### config.mk
export PLATFORM = sky130hd
export DESIGN_NAME = router_ingress_ctrl
export DESIGN_NICKNAME = d
export VERILOG_FILES = /design/src/rtl/router_ingress_ctrl.sv
export SDC_FILE = /design/constraint.sdc
export NUM_CORES = 1
export LEC_CHECK = 0
export BUFFER_PORTS_ARGS = -buffer_cell sky130_fd_sc_hd__buf_2
export CAP_MARGIN = 20
export CORE_ASPECT_RATIO = 0.9
export CORE_MARGIN = 2
export CORE_UTILIZATION = 35
export DETAILED_ROUTE_END_ITERATION = 6
export SYNTH_ARGS = -nofsm -noshare
export SYNTH_HDL_FRONTEND = slang
export SYNTH_SLANG_ARGS = --single-unit
### constraint.sdc
create_clock -name clk -period 3.7 [get_ports clk]
set_input_delay 0.37 -clock clk [delete_from_list [all_inputs] [get_ports clk]]
set_output_delay 0.37 -clock clk [all_outputs]
set_load 0.02 [all_outputs]
### src/rtl/router_ingress_ctrl.sv
// Ingress controller of the 1x3 router: decodes packet headers, writes bytes into the
// selected output FIFO with full-flag retry, and checks the trailing parity byte.
module router_ingress_ctrl #(
    parameter logic [1:0] ADDR_INVALID = 2'b11
) (
    input  logic       clk,
    input  logic       resetn,
    input  logic       pkt_valid,
    input  logic [7:0] data_in,
    input  logic [2:0] fifo_full,
    input  logic [2:0] fifo_empty,
    input  logic [2:0] soft_reset,
    output logic       busy,
    output logic [7:0] dout,
    output logic [2:0] wr_en,
    output logic       lfd_state,
    output logic       parity_done,
    output logic       err
);

    localparam int unsigned DATA_W   = 8;
    localparam int unsigned NUM_FIFO = 3;

    typedef enum logic [2:0] {
        DECODE_ADDRESS,
        WAIT_TILL_EMPTY,
        LOAD_FIRST_DATA,
        LOAD_DATA,
        CHECK_PARITY,
        DROP_PACKET
    } state_t;

    state_t                r_state;
    state_t                w_next;
    logic [DATA_W-1:0]     r_header;
    logic [1:0]            r_tgt;
    logic [DATA_W-1:0]     r_calc;
    logic [DATA_W-1:0]     r_recv;
    logic [DATA_W-1:0]     r_dout;
    logic [NUM_FIFO-1:0]   r_wr_en;
    logic                  r_lfd;
    logic                  r_pdone;
    logic                  r_err;

    // Flags padded to four entries so every 2-bit address indexes in range
    logic [NUM_FIFO:0]     w_full4;
    logic [NUM_FIFO:0]     w_empty4;
    logic [NUM_FIFO:0]     w_srst4;
    logic [NUM_FIFO:0]     w_wr4;
    logic [NUM_FIFO-1:0]   w_onehot;
    logic                  w_stall;
    logic                  w_srst;
    logic                  w_busy;
    logic                  w_latch_hdr;
    logic                  w_load_hdr;
    logic                  w_load_byte;
    logic                  w_payload;
    logic                  w_parity;
    logic                  w_clr_wr;
    logic                  w_pdone;

    assign w_full4  = {1'b0, fifo_full};
    assign w_empty4 = {1'b0, fifo_empty};
    assign w_srst4  = {1'b0, soft_reset};
    assign w_wr4    = {1'b0, r_wr_en};
    assign w_stall  = w_wr4[r_tgt] & w_full4[r_tgt];
    assign w_srst   = w_srst4[r_tgt];

    always_comb begin
        w_onehot = '0;
        case (r_tgt)
            2'd0:    w_onehot = 3'b001;
            2'd1:    w_onehot = 3'b010;
            2'd2:    w_onehot = 3'b100;
            default: w_onehot = '0;
        endcase
    end

    always_ff @(posedge clk or negedge resetn) begin
        if (!resetn) begin
            r_state <= DECODE_ADDRESS;
        end else begin
            r_state <= w_next;
        end
    end

    // Next state, source back-pressure and per-edge datapath strobes
    always_comb begin
        w_next      = r_state;
        w_busy      = 1'b0;
        w_latch_hdr = 1'b0;
        w_load_hdr  = 1'b0;
        w_load_byte = 1'b0;
        w_payload   = 1'b0;
        w_parity    = 1'b0;
        w_clr_wr    = 1'b0;
        w_pdone     = 1'b0;
        case (r_state)
            DECODE_ADDRESS: begin
                if (pkt_valid) begin
                    if (data_in[1:0] == ADDR_INVALID) begin
                        w_next = DROP_PACKET;
                    end else begin
                        w_latch_hdr = 1'b1;
                        w_next      = w_empty4[data_in[1:0]] ? LOAD_FIRST_DATA : WAIT_TILL_EMPTY;
                    end
                end
            end
            WAIT_TILL_EMPTY: begin
                w_busy = 1'b1;
                if (w_srst) begin
                    w_clr_wr = 1'b1;
                    w_next   = pkt_valid ? DROP_PACKET : DECODE_ADDRESS;
                end else if (w_empty4[r_tgt]) begin
                    w_next = LOAD_FIRST_DATA;
                end
            end
            LOAD_FIRST_DATA: begin
                w_busy = 1'b1;
                if (w_srst) begin
                    w_clr_wr = 1'b1;
                    w_next   = pkt_valid ? DROP_PACKET : DECODE_ADDRESS;
                end else begin
                    w_load_hdr = 1'b1;
                    w_next     = LOAD_DATA;
                end
            end
            LOAD_DATA: begin
                w_busy = w_stall;
                if (w_srst) begin
                    w_clr_wr = 1'b1;
                    w_next   = pkt_valid ? DROP_PACKET : DECODE_ADDRESS;
                end else if (!w_stall) begin
                    w_load_byte = 1'b1;
                    if (pkt_valid) begin
                        w_payload = 1'b1;
                    end else begin
                        w_parity = 1'b1;
                        w_next   = CHECK_PARITY;
                    end
                end
            end
            CHECK_PARITY: begin
                w_busy = 1'b1;
                if (w_srst) begin
                    w_clr_wr = 1'b1;
                    w_next   = DECODE_ADDRESS;
                end else if (!w_stall) begin
                    w_pdone = 1'b1;
                    w_next  = DECODE_ADDRESS;
                end
            end
            DROP_PACKET: begin
                if (!pkt_valid) begin
                    w_next = DECODE_ADDRESS;
                end
            end
            default: begin
                w_next = DECODE_ADDRESS;
            end
        endcase
    end

    // Header, target and running / received parity
    always_ff @(posedge clk or negedge resetn) begin
        if (!resetn) begin
            r_header <= '0;
            r_tgt    <= '0;
            r_calc   <= '0;
            r_recv   <= '0;
        end else begin
            if (w_latch_hdr) begin
                r_header <= data_in;
                r_tgt    <= data_in[1:0];
                r_calc   <= data_in;
            end else if (w_payload) begin
                r_calc <= r_calc ^ data_in;
            end
            if (w_parity) begin
                r_recv <= data_in;
            end
        end
    end

    // FIFO write port: a stalled write holds dout/wr_en until the FIFO takes it
    always_ff @(posedge clk or negedge resetn) begin
        if (!resetn) begin
            r_dout  <= '0;
            r_wr_en <= '0;
            r_lfd   <= 1'b0;
            r_pdone <= 1'b0;
            r_err   <= 1'b0;
        end else begin
            r_lfd   <= (w_next == LOAD_FIRST_DATA);
            r_pdone <= w_pdone;
            if (w_pdone) begin
                r_err <= (r_calc != r_recv);
            end else if (r_state == LOAD_FIRST_DATA) begin
                r_err <= 1'b0;
            end
            if (w_clr_wr) begin
                r_wr_en <= '0;
            end else if (w_load_hdr) begin
                r_dout  <= r_header;
                r_wr_en <= w_onehot;
            end else if (w_load_byte) begin
                r_dout  <= data_in;
                r_wr_en <= w_onehot;
            end else if (!w_stall) begin
                r_wr_en <= '0;
            end
        end
    end

    assign busy        = w_busy;
    assign dout        = r_dout;
    assign wr_en       = r_wr_en;
    assign lfd_state   = r_lfd;
    assign parity_done = r_pdone;
    assign err         = r_err;

endmodule

==> qor.txt <==
Post-synthesis adder-cell area fraction - 0
Worst setup margin - 1.23 ns
CTS Hold Bufs - 0
Post-synthesis mux area share - 0.0569
Die area - 6870 sq um
Leak Pwr - 1.08 nW
Initial Util - 0.358
Reg2Reg Depth - 5
Final setup violation count - 0
Vias per cell - 5.73
CTS clk-pin slew, worst paths - 0.08 ns
Setup TNS Final - 0 ns
Initial antenna violation count - 0
Kind of critical path - reg2reg
Reg2reg end - r_recv[2]
Highest Clock Rate - 404 MHz
Crit path arrival time - 2.65 ns
Detailed-route wire length - 4.97 mm
Latest clock arrival within the worst-skew pair - 0.29 ns
Die X - 87.2 um
Total of warnings raised by yosys - 0
Compound-gate portion of the synthesized area - 0.224
# IOs - 35
MaxCap Viol Count - 0
CTS tree - built
Global Route Usage Sum - 0.155
Layout cells sized above 1 - 0.258
Fin. max-slew vios - 0
CTS buffer count - 5
DR iter-0 viols - 116
Slew HR - 0.390
CTS max path bufs - 2
Main synth FF type - dfrtp_1
Simple-Gate Fraction of Synth Area - 0.167
Diodes inserted - 0
Post-synth EDFFs - 0
CTS sink cnt - 41
Met2 Wirelength - 2.26 mm
Tcrit/Tclk final - 0.668
Post-CTS Setup Bufs - 0
Final Wtd Congestion - 0.797
Synth unique cells - 49
Synth-to-layout area growth - 13.4%
Least-Margin Pin Slew - 0.915 ns
Num rows - 27
Multi-input logic area - 1060 sq um
Critical Path RT - 3.88 ns
Power per cell area - 842 nW/um^2
Post-synth ARST share - 1.00
Netlist area before placement - 2180 sq um
Fin util - 0.406
Crit end category - register
Sequential fraction of the synthesis area - 0.471
Max layer used - met4
Largest net degree at the start of global routing - 42
Vias - 1764
Mean Syn Cell Area - 10.5 sq um
Final nets - 255
Vias in the first global route - 1661
Clock skew - 0.00686 ns
First-pass GRT wire length - 8.41 mm
PostCTS Resize Cnt - 0
XOR/XNOR Fraction of Synth Area - 0.0402
Status - complete, no violations
Port Buffers - 34
Crit Path Max Fanout - 12
CTS H-tree depth - 2
Vert. Die Dim - 78.8 um
Routed wire per std cell - 16.1 um
Syn Nets - 228
Worst VDD drop - 0.320 mV
First-pass DRT Iterations - 4
Detailed placement HPWL - 3.45 mm
HP Class - in2async
RR Startpoint - r_header[1]
R2r setup slk - 1.23 ns
Met3 wire length - 262 um
RSZ-0062 raised after global routing - no
Dpl ws - 1.24 ns
Post-layout min period - 2.47 ns
Residual DRC - 0
Largest family of logic cells by synthesized area - compound AO/OA/AOI/OAI gates
Core area - 6080 sq um
Worst Setup Start Kind - register
Overall Power - 2.08 mW
FF+latch area - 1030 sq um
CTS root buf - clkbuf_8
Synthesized instance count - 208
GRT Residual Overflow - 0
Fin. Hold Viols - 0
Antenna Nets Post-Route - 0
Fill count - 600
Met1 wire length - 2.40 mm
Yosys reg bits - 41
power breakdown:
part	total, mW	switching, mW	internal [mW]	leakage [nW]
combinational	0.878	0.484	0.395	0.516
sequential	0.839	0.191	0.649	0.509
clock	0.362	0.159	0.203	0.0554
total	2.08	0.834	1.25	1.08
metal layers:
| metal | GRT usage | up-vias |
|---|---|---|
| li1 | - | 828 |
| met1 | 0.228 | 872 |
| met2 | 0.233 | 57 |
| met3 | 0.0301 | 7 |
| met4 | 0.0415 | 0 |
| met5 | 0 | - |
state kept, by name, summed over array words and instances, names as in the netlist:
register     flops
dout             8
r_calc           8
r_header         8
r_recv           8
r_state          3
wr_en            3
err              1
lfd_state        1
parity_done      1
cell usage in the layout (no fill, tap or decap), types with 5 or more instances in the layout:
cell type	n
nor3_1	6
o22ai_1	8
nand2_1	25
o21ai_0	8
clkbuf_8	5
buf_2	34
nor2_1	17
xnor2_1	9
dfrtp_1	41
a311oi_1	7
a2bb2oi_1	8
a21oi_1	10
mux2_2	8
Yosys cell counts, types with 2 or more instances:
library cell,n,area (sq um)
a21oi_1,10,50.1
a2bb2oi_1,8,70.1
a311oi_1,7,61.3
and3_1,2,12.5
buf_2,3,15.0
buf_4,4,30.0
clkbuf_1,6,22.5
dfrtp_1,41,1030
inv_1,3,11.3
mux2_2,8,90.1
mux2i_1,2,20.0
nand2_1,25,93.8
nand3_1,2,10.0
nand3b_1,3,22.5
nand4_1,4,25.0
nand4b_1,2,17.5
nor2_1,17,63.8
nor3_1,6,30.0
o211ai_1,2,15.0
o21a_1,2,15.0
o21ai_0,8,40.0
o22ai_1,8,50.1
xnor2_1,9,78.8
kinds of logic (layout without fill, tap and decap cells):
| family | Yosys count | after routing |
|---|---|---|
| buffers and inverters | 17 | 45 |
| flip-flops | 41 | 41 |
| AO/OA/AOI/OAI | 60 | 60 |
| multiplexers | 11 | 11 |
| XOR/XNOR | 10 | 10 |
| AND/OR/NAND/NOR | 69 | 69 |
worst max-delay path: stages, from the launching register on:
cell	delay, ns
dfrtp_1	0.59
nand4bb_1	0.24
nand3_2	0.22
or2_1	0.49
nor3_4	0.42
mux2_2	0.39
metrics by stage:
| step | instances | cell area [sq um] | hold WS, ns |
|---|---|---|---|
| after floorplan | 208 | 2180 | 0.0744 |
| after global placement | 300 | 2360 | 0.458 |
| after detailed placement | 300 | 2360 | 0.464 |
| after CTS | 308 | 2470 | 0.242 |
| after global routing | 308 | 2470 | 0.299 |
| final | 308 | 2470 | 0.191 |
area by class of cell:
class / instances / share of cell area
Multi-Input combinational cell: 150 / 0.430
Sequential cell: 41 / 0.415
Clock buffer: 6 / 0.0294
Clock inverter: 2 / 0.0157
Tap cell: 72 / 0.0365
Timing Repair Buffer: 34 / 0.0689
Inverter: 3 / 0.00456
how the worst max path moves through the flow:
| stage | startpoint | endpoint | slack (ns) |
|---|---|---|---|
| final | r_header[1] | r_recv[2] | 1.23 |
| after global routing | r_header[1] | r_recv[2] | 1.05 |
| after CTS | r_header[1] | r_recv[2] | 1.23 |
| after detailed placement | r_header[1] | r_recv[2] | 1.24 |
| after global placement | r_header[1] | r_recv[4] | 1.37 |
| after floorplan | r_header[0] | r_recv[2] | 1.81 |
Power figures use the tool's default switching activity.
